## config.mk

```make
export PLATFORM = sky130hd
export DESIGN_NAME = trace_stream_arbiter_flat
export DESIGN_NICKNAME = d
export VERILOG_FILES = /design/src/rtl/continuous_monitoring_system_pkg.sv /design/src/rtl/trace_stream_arbiter_if.sv /design/src/rtl/axis_skid_buffer.sv /design/src/rtl/trace_stream_arbiter.sv /design/src/flat_wrapper.sv
export SDC_FILE = /design/constraint.sdc
export NUM_CORES = 1
export LEC_CHECK = 0
export CAP_MARGIN = 0
export CORE_UTILIZATION = 38
export CTS_CLUSTER_SIZE = 14
export DETAILED_ROUTE_END_ITERATION = 10
export PLACE_DENSITY_LB_ADDON = 0.3
export SETUP_SLACK_MARGIN = 0.1
export SYNTH_ARGS = -nofsm -noshare
export SYNTH_HDL_FRONTEND = slang
export SYNTH_SLANG_ARGS = --single-unit
```

## constraint.sdc

```tcl
create_clock -name clk -period 2.2 [get_ports clk]
set_input_delay 0.44 -clock clk [delete_from_list [all_inputs] [get_ports clk]]
set_output_delay 0.44 -clock clk [all_outputs]
set_load 0.02 [all_outputs]
```

## src/rtl/continuous_monitoring_system_pkg.sv

```systemverilog
// continuous_monitoring_system_pkg: shared widths and types for the monitoring system, including the trace arbiter
package continuous_monitoring_system_pkg;
  localparam int AXI_DATA_WIDTH = 32;
  localparam int ARB_MAX_SOURCES = 8;
  localparam int ARB_BEAT_CNT_WIDTH = 16;
  typedef enum logic {ARB_IDLE, ARB_GRANT} arb_state_t;
endpackage

```

## src/rtl/trace_stream_arbiter_if.sv

```systemverilog
// trace_stream_arbiter_if: per-source AXI-Stream inputs, merged output stream and arbiter status
interface trace_stream_arbiter_if #(
  parameter int NUM_SRC = 2,
  parameter int ID_WIDTH = $clog2(NUM_SRC)
);
  import continuous_monitoring_system_pkg::*;
  logic [NUM_SRC-1:0] S_AXIS_tvalid;
  logic [NUM_SRC-1:0] S_AXIS_tready;
  logic [NUM_SRC*AXI_DATA_WIDTH-1:0] S_AXIS_tdata;
  logic [NUM_SRC-1:0] S_AXIS_tlast;
  logic [NUM_SRC-1:0] src_enable;
  logic [ARB_BEAT_CNT_WIDTH-1:0] max_beats;
  logic M_AXIS_tvalid;
  logic M_AXIS_tready;
  logic [AXI_DATA_WIDTH-1:0] M_AXIS_tdata;
  logic M_AXIS_tlast;
  logic [ID_WIDTH-1:0] M_AXIS_tid;
  logic busy;
  logic [ID_WIDTH-1:0] cur_grant;
  modport slave (
    input S_AXIS_tvalid, S_AXIS_tdata, S_AXIS_tlast, src_enable, max_beats, M_AXIS_tready,
    output S_AXIS_tready, M_AXIS_tvalid, M_AXIS_tdata, M_AXIS_tlast, M_AXIS_tid, busy, cur_grant
  );
  modport master (
    output S_AXIS_tvalid, S_AXIS_tdata, S_AXIS_tlast, src_enable, max_beats, M_AXIS_tready,
    input S_AXIS_tready, M_AXIS_tvalid, M_AXIS_tdata, M_AXIS_tlast, M_AXIS_tid, busy, cur_grant
  );
endinterface

```

## src/rtl/axis_skid_buffer.sv

```systemverilog
// axis_skid_buffer: two-entry FIFO whose input ready depends only on registered occupancy
module axis_skid_buffer #(
  parameter int WIDTH = 8
) (
  input  logic clk,
  input  logic rst_n,
  input  logic in_valid,
  output logic in_ready,
  input  logic [WIDTH-1:0] in_data,
  output logic out_valid,
  input  logic out_ready,
  output logic [WIDTH-1:0] out_data
);
  logic [WIDTH-1:0] mem [2];
  logic rd, wr;
  logic [1:0] cnt;
  logic push, pop;
  assign in_ready = cnt != 2'd2;
  assign out_valid = cnt != 2'd0;
  assign out_data = mem[rd];
  assign push = in_valid && in_ready;
  assign pop = out_valid && out_ready;
  // storage and pointers; head entry stays put until popped, keeping output stable under backpressure
  always_ff @(posedge clk or negedge rst_n)
    if (!rst_n) begin
      mem[0] <= '0;
      mem[1] <= '0;
      rd <= 1'b0;
      wr <= 1'b0;
      cnt <= 2'd0;
    end else begin
      if (push) mem[wr] <= in_data;
      wr <= push ? ~wr : wr;
      rd <= pop ? ~rd : rd;
      cnt <= cnt + 2'(push) - 2'(pop);
    end
endmodule

```

## src/rtl/trace_stream_arbiter.sv

```systemverilog
// trace_stream_arbiter: round-robin merge of per-source trace streams into one tagged stream
module trace_stream_arbiter #(
  parameter int NUM_SRC = 2,
  parameter int ID_WIDTH = $clog2(NUM_SRC)
) (
  input logic clk,
  input logic rst_n,
  trace_stream_arbiter_if.slave bus
);
  import continuous_monitoring_system_pkg::*;
  localparam logic [0:0] IDLE = ARB_IDLE;
  localparam logic [0:0] GRANT = ARB_GRANT;
  localparam int PW = ID_WIDTH + 1 + AXI_DATA_WIDTH;
  logic [0:0] state;
  logic [ID_WIDTH-1:0] cur_grant, last_grant, next_grant;
  logic [ARB_BEAT_CNT_WIDTH-1:0] beat_cnt;
  logic [NUM_SRC-1:0] cand;
  logic found, buf_ready, in_valid, accept, beat_last, rel;
  logic [AXI_DATA_WIDTH-1:0] sel_data;
  logic [PW-1:0] out_data;
  assign cand = bus.S_AXIS_tvalid & bus.src_enable;
  // round-robin pick: walk offsets downward so the nearest candidate after last_grant wins
  always_comb begin
    next_grant = '0;
    found = 1'b0;
    for (int k = NUM_SRC; k >= 1; k--)
      if (cand[ID_WIDTH'((int'(last_grant) + k) % NUM_SRC)]) begin
        next_grant = ID_WIDTH'((int'(last_grant) + k) % NUM_SRC);
        found = 1'b1;
      end
  end
  assign in_valid = state == GRANT && bus.S_AXIS_tvalid[cur_grant];
  assign accept = in_valid && buf_ready;
  assign beat_last = bus.S_AXIS_tlast[cur_grant] ||
                     (bus.max_beats != '0 && beat_cnt + ARB_BEAT_CNT_WIDTH'(1) == bus.max_beats);
  assign rel = accept && beat_last;
  assign sel_data = bus.S_AXIS_tdata[int'(cur_grant)*AXI_DATA_WIDTH +: AXI_DATA_WIDTH];
  assign bus.S_AXIS_tready = (state == GRANT && buf_ready) ? NUM_SRC'(1) << cur_grant : '0;
  assign bus.busy = state == GRANT;
  assign bus.cur_grant = cur_grant;
  assign {bus.M_AXIS_tid, bus.M_AXIS_tlast, bus.M_AXIS_tdata} = out_data;
  // grant FSM: arbitrate in IDLE, hold the source until tlast or the burst cap, then one idle bubble
  always_ff @(posedge clk or negedge rst_n)
    if (!rst_n) begin
      state <= IDLE;
      last_grant <= ID_WIDTH'(NUM_SRC - 1);
      cur_grant <= '0;
      beat_cnt <= '0;
    end else if (state == IDLE) begin
      if (found) begin
        state <= GRANT;
        cur_grant <= next_grant;
        beat_cnt <= '0;
      end
    end else if (accept) begin
      beat_cnt <= beat_cnt + ARB_BEAT_CNT_WIDTH'(1);
      if (rel) begin
        state <= IDLE;
        last_grant <= cur_grant;
      end
    end
  axis_skid_buffer #(.WIDTH(PW)) u_skid (
    .clk(clk),
    .rst_n(rst_n),
    .in_valid(in_valid),
    .in_ready(buf_ready),
    .in_data({cur_grant, beat_last, sel_data}),
    .out_valid(bus.M_AXIS_tvalid),
    .out_ready(bus.M_AXIS_tready),
    .out_data(out_data)
  );
endmodule

```

## src/flat_wrapper.sv

```systemverilog
// flat-port wrapper written by rule: the top's interface ports become plain ports
module trace_stream_arbiter_flat import continuous_monitoring_system_pkg::*;
#(
  parameter int NUM_SRC = 2,
  parameter int ID_WIDTH = $clog2(NUM_SRC)
)
  (clk, rst_n, bus_S_AXIS_tvalid, bus_S_AXIS_tdata, bus_S_AXIS_tlast, bus_src_enable, bus_max_beats, bus_M_AXIS_tready, bus_S_AXIS_tready, bus_M_AXIS_tvalid, bus_M_AXIS_tdata, bus_M_AXIS_tlast, bus_M_AXIS_tid, bus_busy, bus_cur_grant);
  trace_stream_arbiter_if #(.NUM_SRC(NUM_SRC), .ID_WIDTH(ID_WIDTH)) bus_i ();
  input logic clk;
  input logic rst_n;
  input wire logic [$bits(bus_i.S_AXIS_tvalid)-1:0] bus_S_AXIS_tvalid;
  input wire logic [$bits(bus_i.S_AXIS_tdata)-1:0] bus_S_AXIS_tdata;
  input wire logic [$bits(bus_i.S_AXIS_tlast)-1:0] bus_S_AXIS_tlast;
  input wire logic [$bits(bus_i.src_enable)-1:0] bus_src_enable;
  input wire logic [$bits(bus_i.max_beats)-1:0] bus_max_beats;
  input wire logic [$bits(bus_i.M_AXIS_tready)-1:0] bus_M_AXIS_tready;
  output wire logic [$bits(bus_i.S_AXIS_tready)-1:0] bus_S_AXIS_tready;
  output wire logic [$bits(bus_i.M_AXIS_tvalid)-1:0] bus_M_AXIS_tvalid;
  output wire logic [$bits(bus_i.M_AXIS_tdata)-1:0] bus_M_AXIS_tdata;
  output wire logic [$bits(bus_i.M_AXIS_tlast)-1:0] bus_M_AXIS_tlast;
  output wire logic [$bits(bus_i.M_AXIS_tid)-1:0] bus_M_AXIS_tid;
  output wire logic [$bits(bus_i.busy)-1:0] bus_busy;
  output wire logic [$bits(bus_i.cur_grant)-1:0] bus_cur_grant;
  assign bus_i.S_AXIS_tvalid = bus_S_AXIS_tvalid;
  assign bus_i.S_AXIS_tdata = bus_S_AXIS_tdata;
  assign bus_i.S_AXIS_tlast = bus_S_AXIS_tlast;
  assign bus_i.src_enable = bus_src_enable;
  assign bus_i.max_beats = bus_max_beats;
  assign bus_i.M_AXIS_tready = bus_M_AXIS_tready;
  assign bus_S_AXIS_tready = bus_i.S_AXIS_tready;
  assign bus_M_AXIS_tvalid = bus_i.M_AXIS_tvalid;
  assign bus_M_AXIS_tdata = bus_i.M_AXIS_tdata;
  assign bus_M_AXIS_tlast = bus_i.M_AXIS_tlast;
  assign bus_M_AXIS_tid = bus_i.M_AXIS_tid;
  assign bus_busy = bus_i.busy;
  assign bus_cur_grant = bus_i.cur_grant;
  trace_stream_arbiter #(.NUM_SRC(NUM_SRC), .ID_WIDTH(ID_WIDTH)) u_core (.clk(clk), .rst_n(rst_n), .bus(bus_i));
endmodule
```

=== After elaboration in Yosys (flattened, before gate mapping) ===
Cells that the tools add are included.

* Register bits after elaboration: 91
* Input port bits: 89
* Word-level logic and storage cells: 71

* Add/sub/neg operators: 5
* Magnitude comparators: 6
* Equality and inequality tests: 3
* Shift-type cells: 2
* Muxes and demuxes: 26
* Bitwise operators: 6
* Reduce and logical (&&, ||, !) cells: 14

{| class="wikitable"
|+ Operator list
! cell !! count
|-
| 34-bit two-way mux || 4
|-
| 68-bit bitwise mux || 1
|-
| 64-bit by 7-bit variable part select with 32-bit output || 1
|-
| 16-bit two-way mux || 3
|-
| 34-bit demux with 1-bit select || 1
|-
| 16-bit by 1-bit adder with 16-bit output, second input constant || 1
|-
| 16-bit equality test || 1
|-
| 1-bit two-way mux || 16
|-
| 16-bit nonzero test || 1
|-
| 1-bit logical AND || 7
|-
| 1-bit by 3-bit < comparator with 1-bit output, second input constant || 2
|-
| 2-bit greater-or-equal comparator, second input constant || 2
|-
| 2-bit != test, second input constant || 2
|-
| 1-bit inverter with 2-bit output || 2
|-
| 2-bit AND reduction || 2
|-
| 2-bit nonzero test || 2
|-
| 1-bit inverter || 3
|-
| 3-bit AND reduction || 1
|-
| 1-bit adder, second input constant || 2
|-
| 2-bit by 1-bit adder with 2-bit output || 1
|-
| 1-bit by 2-bit < comparator with 1-bit output, second input constant || 1
|-
| 2-bit by 1-bit < comparator with 1-bit output, second input constant || 1
|-
| 2-bit two-way mux || 1
|-
| 1-bit by 1-bit left shift with 2-bit output, first input constant || 1
|-
| other kinds (3) || 3
|}

=== Depth between registers and ports, before layout ===
* Depth in word-level cells: 8
* Gate-level depth with buffers: 10
* Gate-level depth less buffers: 9

=== Hierarchy ===
A second synthesis with hierarchy kept.

* Cells, all modules: 434
* Area, all modules: 5143.7 um2

{| class="wikitable"
|+ By module, submodules not included
! module !! instances !! cells each !! area an instance (um2)
|-
| axis_skid_buffer || 1 || 204 || 3180.6
|-
| trace_stream_arbiter || 1 || 230 || 1963.1
|}

=== Worst setup path before layout ===
OpenSTA, ideal clock, no wires.

* Kind: register -> register
* From: register u_core.cur_grant, in the netlist u_core.bus.cur_grant
* To: register u_core.u_skid.cnt[1]
* Setup time: 0.123 ns
* Data arrival time: 2.007 ns
* Setup slack: 0.070 ns
* Stages on the path, launching flop included: 11
* Path through: dfrtp_1 > buf_2 > o2111ai_1 > nand2_1 > inv_1 > buf_1 > ha_1 > inv_1 > ha_1 > xnor2_1 > xnor2_1

* Word-level cells in the longest chain between the ends: 6

{| class="wikitable"
|+ RTL lines
! what !! RTL line !! text
|-
| start: declaration || trace_stream_arbiter.sv:15 || <nowiki>logic [ID_WIDTH-1:0] cur_grant, last_grant, next_grant;</nowiki>
|-
| start signal: assignment || trace_stream_arbiter.sv:52 || <nowiki>cur_grant <= next_grant;</nowiki>
|-
| 1-bit two-way mux (not written as such) (2 in a row) || trace_stream_arbiter.sv:32 || <nowiki>assign in_valid = state == GRANT && bus.S_AXIS_tvalid[cur_grant];</nowiki>
|-
| 1-bit logical AND || trace_stream_arbiter.sv:32 ||
|-
| 1-bit logical AND || axis_skid_buffer.sv:21 || <nowiki>assign push = in_valid && in_ready;</nowiki>
|-
| 2-bit by 1-bit adder with 2-bit output || axis_skid_buffer.sv:35 || <nowiki>cnt <= cnt + 2'(push) - 2'(pop);</nowiki>
|-
| 2-bit by 1-bit subtractor with 2-bit output || axis_skid_buffer.sv:35 ||
|-
| end signal: assignment || axis_skid_buffer.sv:35 ||
|-
| end: declaration || axis_skid_buffer.sv:16 || <nowiki>logic [1:0] cnt;</nowiki>
|}

Every way passes these cells. The select of a mux whose other input is x is not followed.
A chain may end at the register's enable or synchronous reset.

=== Final worst setup path ===
* From: register u_core.u_skid.rd
* To: output port bus_M_AXIS_tlast

* Word-level cells in the longest chain between the ends: 4

{| class="wikitable"
|+ RTL lines
! what !! RTL line !! text
|-
| start: declaration || axis_skid_buffer.sv:15 || <nowiki>logic rd, wr;</nowiki>
|-
| start signal: assignment || axis_skid_buffer.sv:34 || <nowiki>rd <= pop ? ~rd : rd;</nowiki>
|-
| 1-bit inverter with 2-bit output (not written as such) || axis_skid_buffer.sv:20 || <nowiki>assign out_data = mem[rd];</nowiki>
|-
| 34-bit two-way mux (not written as such) (3 in a row) || axis_skid_buffer.sv:20 ||
|-
| end: declaration || flat_wrapper.sv:20 || <nowiki>output wire logic [$bits(bus_i.M_AXIS_tlast)-1:0] bus_M_AXIS_tlast;</nowiki>
|}

Every way passes these cells. The select of a mux whose other input is x is not followed.

==> out/qor.yml <==
clocking:
  clk_pin_slew_ns: 0.06
  cts_hold_buf: 0
  htreeDepth: 3
  cts_tree: "built"
  cts_root_buffer: "clkbuf_16"
  numCtsBuffers: 9
  insertion_delay_ns: 0.34
  numClockSinks: 91
  cts.path.max_buffers: 2
grt:
  grt_pass1_vias: 4124
  gr-total-overflow: 0
  grt_pass1_wl_um: 19600
  grt_use_total_pct: 18.8
  grt_max_degree: 49
  antenna_found_initial: 0
logic_synthesis:
  async_flop_share_pct: 100
  synth_warnings: 0
  synth.cell_area_sq_um: 4800
  seq_area_frac_synth_pct: 47.5
  synth_top_area_share_pct: 47.0
  synth-seq-cells: 91
  syn_inst: 491
  synth_top_area_cell: "dfrtp_1"
  ys_types: 47
  synth_edf_count: 0
  synth_area_leaders: "dfrtp_1, mux2_2, mux2i_1, o21ai_0, nand2_1"
  syn-num-nets: 583
  avgSynthCellArea_sq_um: 9.77
  synth_ff_type: "dfrtp_1"
pwr:
  power.leakage_nw: 2.98
  pwr-share-clk_pct: 16.0
  seqPwrFrac_pct: 31.2
  max-vdd-ir-drop_mv: 0.431
  swShare_pct: 40.4
  power_frac_comb_pct: 52.7
  finalPower_w: 0.00900
  pwr_density_cell_nw_per_um2: 1280
  intPower_w: 0.00536
  p_sw_w: 0.00364
worst_setup_path:
  arrival_ns: 1.66
  end_kind: "output pin"
  critPathKind: "reg -> out"
  cp_max_fo: 7
  critPathLaunchType: "flip-flop"
  required_ns: 1.76
floorplanning:
  io_pins: 128
  core_sq_um: 12200
  dieWidth_um: 114
  start_util_pct: 39.4
  dieArea_sq_um: 13100
  row_count: 40
  die_h_um: 114
timing:
  tightest_slew_ns: 0.601
  min_period_over_period_pct: 95.6
  fin_skew_ns: 0.00493
  fin_crit_ns: 2.10
  fmax_ghz: 0.475
  relSlewSlack_pct: 59.9
  whs_ns: 0.109
  rsz0062_at_grt: "true"
  hold_violations: 0
  finalSetupViolCount: 0
  drv_slew: 0
place:
  dp_cells: 790
  numPortBuffers: 126
  gp_congestion: 0.835
  dp_hpwl_um: 8840
routing:
  drt_pass1_iterations: 4
  drc: 0
  vias: 4281
  drtIter0Drc: 258
  wirelength_um: 12700
  drt.antenna.violating_nets: 0
  wl_per_cell_um: 15.5
  vias_per_cell: 5.20
layout:
  utilization_pct: 57.7
  layout.nets: 743
  drive_gt1_share_pct: 21.5
  stdcell_count: 823
  antennaDiodeCount: 0
  syn2layout_area_growth_pct: 46.3
job:
  max_cap_viol_count: 0
worst_hold_path:
  min_path_type: "in -> async"
status:
  outcome: "finished, final reports clean"
==> worst max-delay path, stage by stage, from the launching register on <==
cell	delay [ns]
dfrtp_2	0.46
buf_4	0.20
mux2_2	0.33
dlygate4sd2_1	0.33
==> final cells by class <==
type	instances	area (sq um)
inverters	6	22.5
flip-flops and latches	91	2280
clock inverters	4	26.3
multi-input cells	361	2500
fillers	1058	5150
clock buffers	11	253
repair buffers	182	1720
well taps	168	210
==> cells by family (layout without fill, tap and decap cells) <==
| group | Yosys count | after routing | share of synthesized area, % |
|---|---|---|---|
| simple gates | 146 | 146 | 14.5 |
| xor+xnor | 26 | 26 | 4.75 |
| buf+inv | 39 | 203 | 3.60 |
| mux | 69 | 69 | 15.3 |
| fa+ha+maj | 3 | 3 | 0.783 |
| compound gates | 117 | 117 | 13.6 |
| flops | 91 | 91 | 47.5 |
==> path summary, 6_finish.rpt <==
kind | startpoint | to | slack (ns) | cells past startpoint
max in group asynchronous | rst_n | u_core.u_skid.mem[1] | 1.42 | 2
worst max register to register | u_core.beat_cnt[6] | u_core.bus.busy | 0.11 | 7
min in group clk | u_core.u_skid.mem[20] | u_core.u_skid.mem[20] | 0.48 | 2
worst max-delay path | u_core.u_skid.rd | bus_M_AXIS_tlast | 0.1 | 3
worst min-delay path | rst_n | u_core.u_skid.mem[10] | 0.11 | 1
worst min register to register | u_core.u_skid.mem[20] | u_core.u_skid.mem[20] | 0.48 | 2
==> state kept, by name (all words and copies together), names as in the netlist <==
signal,flops
u_core.bus.cur_grant,1
u_core.u_skid.wr,1
u_core.u_skid.cnt,2
u_core.u_skid.rd,1
u_core.u_skid.mem,68
u_core.beat_cnt,16
u_core.bus.busy,1
u_core.last_grant,1
==> layout by cell type (no fill, tap or decap), types with 7 or more instances in the layout <==
master,count
xnor2_1,12
buf_4,48
mux2i_1,34
nand2_1,53
clkdlybuf4s50_1,89
xor2_1,8
clkbuf_16,10
a21oi_1,35
mux2_2,35
nand3_1,7
clkdlybuf4s15_1,15
dlygate4sd2_1,17
nor2_1,48
o21ai_0,57
dfrtp_1,87
==> synthesized netlist by cell type, types with 3 or more instances <==
cell,count
dfrtp_1,90
o21ai_0,57
nand2_1,55
nor2_1,50
a21oi_1,35
mux2_2,35
mux2i_1,34
xnor2_1,18
clkbuf_1,17
nand3_1,9
xor2_1,8
buf_1,7
o31ai_1,7
buf_2,6
inv_1,6
a31oi_1,5
nor4_1,5
nand4_1,4
and4_1,3
ha_1,3
nor3_1,3
nor4_2,3
o2111ai_1,3
==> repair_timing <==
| action | in CTS | in global routing |
|---|---|---|
| hold endpoints to repair | 0 | 0 |
| cloned | 0 | 2 |
| pin swaps | 6 | 18 |
| buffers inserted | 0 | 16 |
| setup endpoints to repair | 40 | 33 |
| resized for setup | 44 | 42 |
==> metrics by stage <==
stage	setup WS, ns	area [sq um]	TNS (ns)
3_5_place_dp	-0.185	6480	-0.664
5_1_grt	-0.0129	7010	-0.0129
2_1_floorplan	0.100	4810	0
4_1_cts	0.103	6750	0
3_3_place_gp	-0.138	6480	-0.361
6_report	0.0965	7010	0
==> per-layer routing <==
layer  GRT usage [%]  vias to the layer above  share of wire, %
met3            3.12                       14               5.2
met5               0                        -                 0
met2            32.6                      145                50
met1            23.6                     2068                43
li1                -                     2054                 -
met4            7.01                        0               1.4
==> power groups by stage <==
stage | Sequential (W) | Clock [W] | Combinational [W]
4_1_cts | 0.00277 | 0.00147 | 0.00459
3_3_place_gp | 0.00274 | 0 | 0.00478
5_1_grt | 0.00290 | 0.00155 | 0.00516
2_1_floorplan | 0.00268 | 0 | 0.00302
3_5_place_dp | 0.00280 | 0 | 0.00492
6_report | 0.00281 | 0.00144 | 0.00474
Note: power is estimated with default switching activity, not from simulation.
